`src/rtl/vu_bar_meter.sv`:
```
// VU-meter LED bar driven by received UART bytes: instant attack, linear decay.
// Optional peak-hold marker built when VU_PEAK_HOLD_EN is defined.
module vu_bar_meter #(
    parameter int LEDS        = 8,
    parameter int DECAY_DIV   = 1024,
    parameter int HOLD_CYCLES = 65536
) (
    input  logic            clk_board,
    input  logic            reset,
    input  logic            enable,
    input  logic [7:0]      data,
    input  logic            load,
    input  logic            error,
    output logic [LEDS-1:0] bar,
    output logic [LEDS-1:0] peak_led,
    output logic [7:0]      drops
);

    localparam int STEP       = 256 / LEDS;
    localparam int STEP_SHIFT = $clog2(STEP);
    localparam int DW         = (DECAY_DIV > 1) ? $clog2(DECAY_DIV) : 1;
    localparam logic [DW-1:0] DECAY_LAST = DW'(DECAY_DIV - 1);

    logic [7:0]      level;
    logic [DW-1:0]   decay_cnt;
    logic            accept;
    logic            reject;
    logic            attack;
    logic            decay_wrap;
    logic [LEDS-1:0] bar_next;

    assign accept     = load & ~error & enable;
    assign reject     = load & error & enable;
    assign attack     = accept && (data >= level);
    assign decay_wrap = (decay_cnt == DECAY_LAST);

    // Attack takes priority over a coincident decay tick and restarts the decay period.
    always_ff @(posedge clk_board) begin
        if (reset) begin
            level     <= '0;
            decay_cnt <= '0;
        end else if (enable) begin
            if (attack) begin
                level     <= data;
                decay_cnt <= '0;
            end else begin
                decay_cnt <= decay_wrap ? '0 : decay_cnt + DW'(1);
                if (decay_wrap && (level != '0))
                    level <= level - 8'd1;
            end
        end
    end

    always_ff @(posedge clk_board) begin
        if (reset)
            drops <= '0;
        else if (reject && (drops != '1))
            drops <= drops + 8'd1;
    end

    always_comb begin
        bar_next = '0;
        for (int unsigned i = 0; i < LEDS; i++)
            bar_next[i] = ({1'b0, level} > 9'(i * STEP));
    end

    always_ff @(posedge clk_board) begin
        if (reset)
            bar <= '0;
        else if (enable)
            bar <= bar_next;
    end

`ifdef VU_PEAK_HOLD_EN
    localparam int HW = (HOLD_CYCLES > 1) ? $clog2(HOLD_CYCLES) : 1;
    localparam logic [HW-1:0] HOLD_LAST = HW'(HOLD_CYCLES - 1);

    logic [7:0]      peak;
    logic [HW-1:0]   hold_cnt;
    logic [7:0]      peak_idx;
    logic [LEDS-1:0] peak_next;

    // Once the hold expires the peak follows the current level down.
    always_ff @(posedge clk_board) begin
        if (reset) begin
            peak     <= '0;
            hold_cnt <= '0;
        end else if (enable) begin
            if (accept && (data >= peak)) begin
                peak     <= data;
                hold_cnt <= HOLD_LAST;
            end else if (hold_cnt != '0) begin
                hold_cnt <= hold_cnt - HW'(1);
            end else begin
                peak <= level;
            end
        end
    end

    always_comb begin
        peak_idx  = (peak - 8'd1) >> STEP_SHIFT;
        peak_next = '0;
        for (int unsigned i = 0; i < LEDS; i++)
            peak_next[i] = (peak != '0) && (peak_idx == 8'(i));
    end

    always_ff @(posedge clk_board) begin
        if (reset)
            peak_led <= '0;
        else if (enable)
            peak_led <= peak_next;
    end
`else
    assign peak_led = '0;
`endif

endmodule

```
`config.mk`:
```
export PLATFORM = sky130hd
export DESIGN_NAME = vu_bar_meter
export DESIGN_NICKNAME = d
export VERILOG_FILES = /design/src/rtl/vu_bar_meter.sv
export SDC_FILE = /design/constraint.sdc
export NUM_CORES = 1
export LEC_CHECK = 0
export ABC_AREA = 1
export BUFFER_PORTS_ARGS = -buffer_cell sky130_fd_sc_hd__buf_4
export CAP_MARGIN = 20
export CELL_PAD_IN_SITES_DETAIL_PLACEMENT = 0
export CELL_PAD_IN_SITES_GLOBAL_PLACEMENT = 2
export CORE_ASPECT_RATIO = 0.5
export CORE_MARGIN = 3
export CORE_UTILIZATION = 27
export CTS_CLUSTER_DIAMETER = 150
export DETAILED_ROUTE_END_ITERATION = 12
export PLACE_DENSITY_LB_ADDON = 0.08
export SYNTH_ARGS = -nofsm -noshare
export SYNTH_HDL_FRONTEND = slang
export SYNTH_SLANG_ARGS = --single-unit
```
`constraint.sdc`:
```
create_clock -name clk_board -period 1.7 [get_ports clk_board]
set_input_delay 0.17 -clock clk_board [delete_from_list [all_inputs] [get_ports clk_board]]
set_output_delay 0.17 -clock clk_board [all_outputs]
set_load 0.02 [all_outputs]
```
# Word level (Yosys, flattened, before mapping)
# Index checks and enable logic that the tools add are counted.
# classes
bitwise	5
reduce_logical	6
muxes	4
order_cmp	9
addsub	3
eq_ne	2
# op_table
cell	n
$gt 8x8->1 const B	4
$mux 10	2
$gt 8x7->1 const B	2
$mux 8	2
$add 10x1->10 const B	1
$eq 10x10->1 const B	1
$add 8x1->8 const B	1
$ge 8x8->1	1
$gt 8x1->1 const B	1
$gt 8x6->1 const B	1
$ne 8x8->1 const B	1
$reduce_bool 8->1	1
$sub 8x1->8 const B	1
$and 1x1->1	4
$logic_and 1x1->1	3
$reduce_and 2->1	1
$reduce_bool 2->1	1
$not 1->1	1
# totals
register_bits	34
input_bits	13
output_inout_bits	24

# Depth between registers and ports, before layout
# depth
depth_word	6
ltp_mapped	16

# Least setup slack after synthesis
# Ideal clock, no wire load.
# synth_timing
path_type	register to register
startpoint	register level[6]
endpoint	register level[0]
stages_incl_launch_ff	12
setup_ns	0.113
t_arrival_ns	1.714
required_time_ns	1.587
setup_slack_ns	-0.127
cell_sequence	dfxtp_1 inv_1 ha_1 nand2_1 o21a_1 nand2_1 nand2_2 nand2_2 nand2_4 buf_6 nor2_1 nor2_1
# synth_between
elab_chain_len	4
word_cells_on_any_way	7
cone_classes	order compare (1); mux (1); reduce/logical (5)
# synth_lines
item	line_no	source
start: declaration	24	logic [7:0] level;
start signal: assignment	44	level <= data;
start signal: assignment	49	level <= level - 8'd1;
$ge 8x8->1 or $reduce_bool 8->1 (tied branches)	34, 48	
$logic_and 1x1->1, on equally long branches	34, 48	
$reduce_bool 2->1 (no source line)	-	
$reduce_and 2->1 (no source line)	-	
# Parallel ways exist; a longest one is shown, timed or not.
# A chain may end at the register's enable or synchronous reset.

# Final worst setup path
# layout_timing
startpoint	register level[1]
endpoint	register level[4]
# Same word-level chain as after synthesis.

==> impl_metrics.ini <==
[status]
status = complete, no violations

[global_route]
grt_usage = 0.130
grt_pass1_wl_mm = 9.09
grt_pass1_vias = 1924
grt_max_degree = 20
overflow = 0
antenna_found_initial = 0

[critical_path]
crit_slowest_cell = dfxtp_2
cp.required_ns = 1.87
worstPathArrival_ns = 1.81
end_kind = flop
path_common_cell = nand2_1
critical_path_class = flop to flop
cp_cell_sequence = inv_4, ha_4, nand2_2, nand3_2, nand2_1, nand2_1, nand2_1, nand2_4, nand2_8, buf_6, nand2_1, nand2_1, nor2_1, nor2_1
worstSetupStartpointType = flop
critPathMaxStageDelay_ns = 0.34
crit_fanout = 6

[timing]
fmax_ghz = 0.611
setup_viol = 0
clock_skew_ns = 0.00532
slew_viol_final = 0
setup_slack_ns = 0.0646
hold_viol = 0
grt_setup_unrepaired = true
whs_ns = 0.142
min_period_ns = 1.64
fin_crit_sh = 0.962

[yosys]
yosys.area.top_type_share = 0.325
synth_xor_area_frac = 0.0502
netlist_instances = 308
synthMuxAreaShare = 0
yosys.area_share.adder = 0.0717
synth_cell_types = 29
syn_area_per_cell_sq_um = 6.80
yosysTopAreaCell = dfxtp_1
ys_warn_count = 0
yosys-top-cells-area = dfxtp_1, nand2_1, ha_1
synth-seq-cells = 34
synth_top_family_by_area = simple AND/OR/NAND/NOR gates
synth_seq_area_share = 0.325
synth_simple_gate_area_frac = 0.356
netlist_area_sq_mm = 0.00209
synth_compound_area_frac = 0.0950

[power_and_ir_drop]
power_density_mw_per_mm2 = 706
p_seq_frac = 0.388
p_comb_frac = 0.181
p_sw_frac = 0.270
netSwitchingPower_uw = 576
internal-power_uw = 1560
total_power_uw = 2130
leakagePower_uw = 0.00136
pwr-share-clk = 0.430
ir_drop_v = 0.000399

[drt]
drc = 0
wl_per_cell_microns = 12.5
drt-initial-drc-count = 78
drt-total-wl_mm = 5.81
firstDrtPassIters = 4
drtAntennaViolNets = 0
avgViaCountPerCell = 4.48
num_vias = 2085

[clocking]
clkTransAtPathRegs_ns = 0.06
cts_inserted_buffers = 5
cts_tree = yes
clk_path_buf_depth = 2
ctsHoldBuffers = 0
clock-root-buffer = clkbuf_16
htree_num_levels = 2
clock_latency_ns = 0.27
cts_sinks = 34

[floorplanning]
dieHeight_microns = 68.3
ios = 37
die_w_microns = 131
dieArea_sq_mm = 0.00891
rows = 21
fp.coreArea_sq_mm = 0.00709
initial_core_util = 0.295

[placed_design]
portBuffers = 28
placed_cells = 448
dp_hpwl_mm = 4.15
place_ws_ns = -0.0325
place_congestion = 0.765

[finish]
final_cell_mix = nand2_1, buf_4, nor2_1, dfxtp_1, nand3_1
final_common_cell = nand2_1
drive_gt1_frac = 0.335
diodes = 0
multi_input_area_sq_mm = 0.00143
final_nets = 397
nFillCells = 750
areaGrowthSynthToFinish_pct = 44.4
regArea_sq_um = 693
final_cells = 465

[job]
drv_cap = 0

[worst_hold_path]
hp-class = input pin to flop
## registers in the layout, indices dropped and copies added, names as in the netlist
| register | cells |
|---|---|
| decay_cnt | 10 |
| bar | 8 |
| drops | 8 |
| level | 8 |
## worst paths after layout
| kind | startpoint | slack, ns | to | cells after the start |
|---|---|---|---|---|
| setup / recovery | level[1] | 0.06 | level[4] | 14 |
| hold reg to reg | bar[7] | 0.47 | bar[7] | 2 |
| hold / removal | enable | 0.14 | bar[1] | 2 |
| setup reg to reg | level[1] | 0.06 | level[4] | 14 |
## repair_timing
| action | 4_1_cts | 5_1_grt |
|---|---|---|
| pin swaps | 0 | 20 |
| gates resized for setup | 3 | 50 |
| setup buffers | 0 | 7 |
| gates cloned | 0 | 2 |
| setup endpoints to repair | 4 | 22 |
## cell type report
class | count | area share
repair buffers | 65 | 0.173
clock inverters | 1 | 0.00166
flip-flops and latches | 34 | 0.229
well taps | 92 | 0.0381
multi-input cells | 238 | 0.474
inverters | 28 | 0.0364
clock buffers | 7 | 0.0472
## routing by layer
layer | part of all wire | global-route usage
met1 | 0.53 | 0.186
met2 | 0.44 | 0.202
met3 | 0.027 | 0.0265
met4 | 0.0057 | 0.0308
met5 | 0 | 0
## synthesized netlist by cell type
library cell  number
a21oi_1           21
a2bb2oi_1          1
a31oi_1            4
buf_2              2
buf_4              9
buf_6              1
clkbuf_1           4
clkinv_1           1
conb_1             1
dfxtp_1           34
ha_1              12
inv_1             27
nand2_1           81
nand2_2            6
nand2_4            1
nand3_1           21
nand3_2            1
nand3b_1           2
nand4_1            9
nor2_1            39
nor2_2             1
nor2_4             1
nor3_1             4
nor3_4             1
o21a_1             2
o21ai_0            9
or2_2              1
xnor2_1            2
xor2_1            10
## metrics by stage
stage	setup TNS [ns]	utilization	cell area, sq um
5_1_grt	-0.328	0.426	3020
6_report	0	0.426	3020
4_1_cts	0	0.385	2730
2_1_floorplan	0	-	2130
3_5_place_dp	-0.0325	0.362	2570
3_3_place_gp	0	0.362	2570
## worst max-delay path: cells and delay by family, from the launching register on
family / cells / cell delay, ns
simple gates: 11 / 0.71
flops: 1 / 0.34
fa+ha+maj: 1 / 0.26
buf+inv: 2 / 0.21
## cells by family (layout without fill, tap and decap cells)
kind of cell             count (synthesis)  count (layout)
AO/OA/AOI/OAI                           37              37
XOR/XNOR                                12              12
adder cells (fa/ha/maj)                 12              12
buffers and inverters                   44             101
flip-flops                              34              34
other                                    1               8
AND/OR/NAND/NOR                        168             169
## power groups by stage
stage / Combinational, uW / Clock (uW) / Sequential [uW]
final: 387 / 918 / 829
after global routing: 432 / 971 / 830
after CTS: 328 / 945 / 826
after detailed placement: 323 / 0 / 843
after global placement: 326 / 0 / 843
after floorplan: 205 / 0 / 855
(Power assumes the default switching activity.)
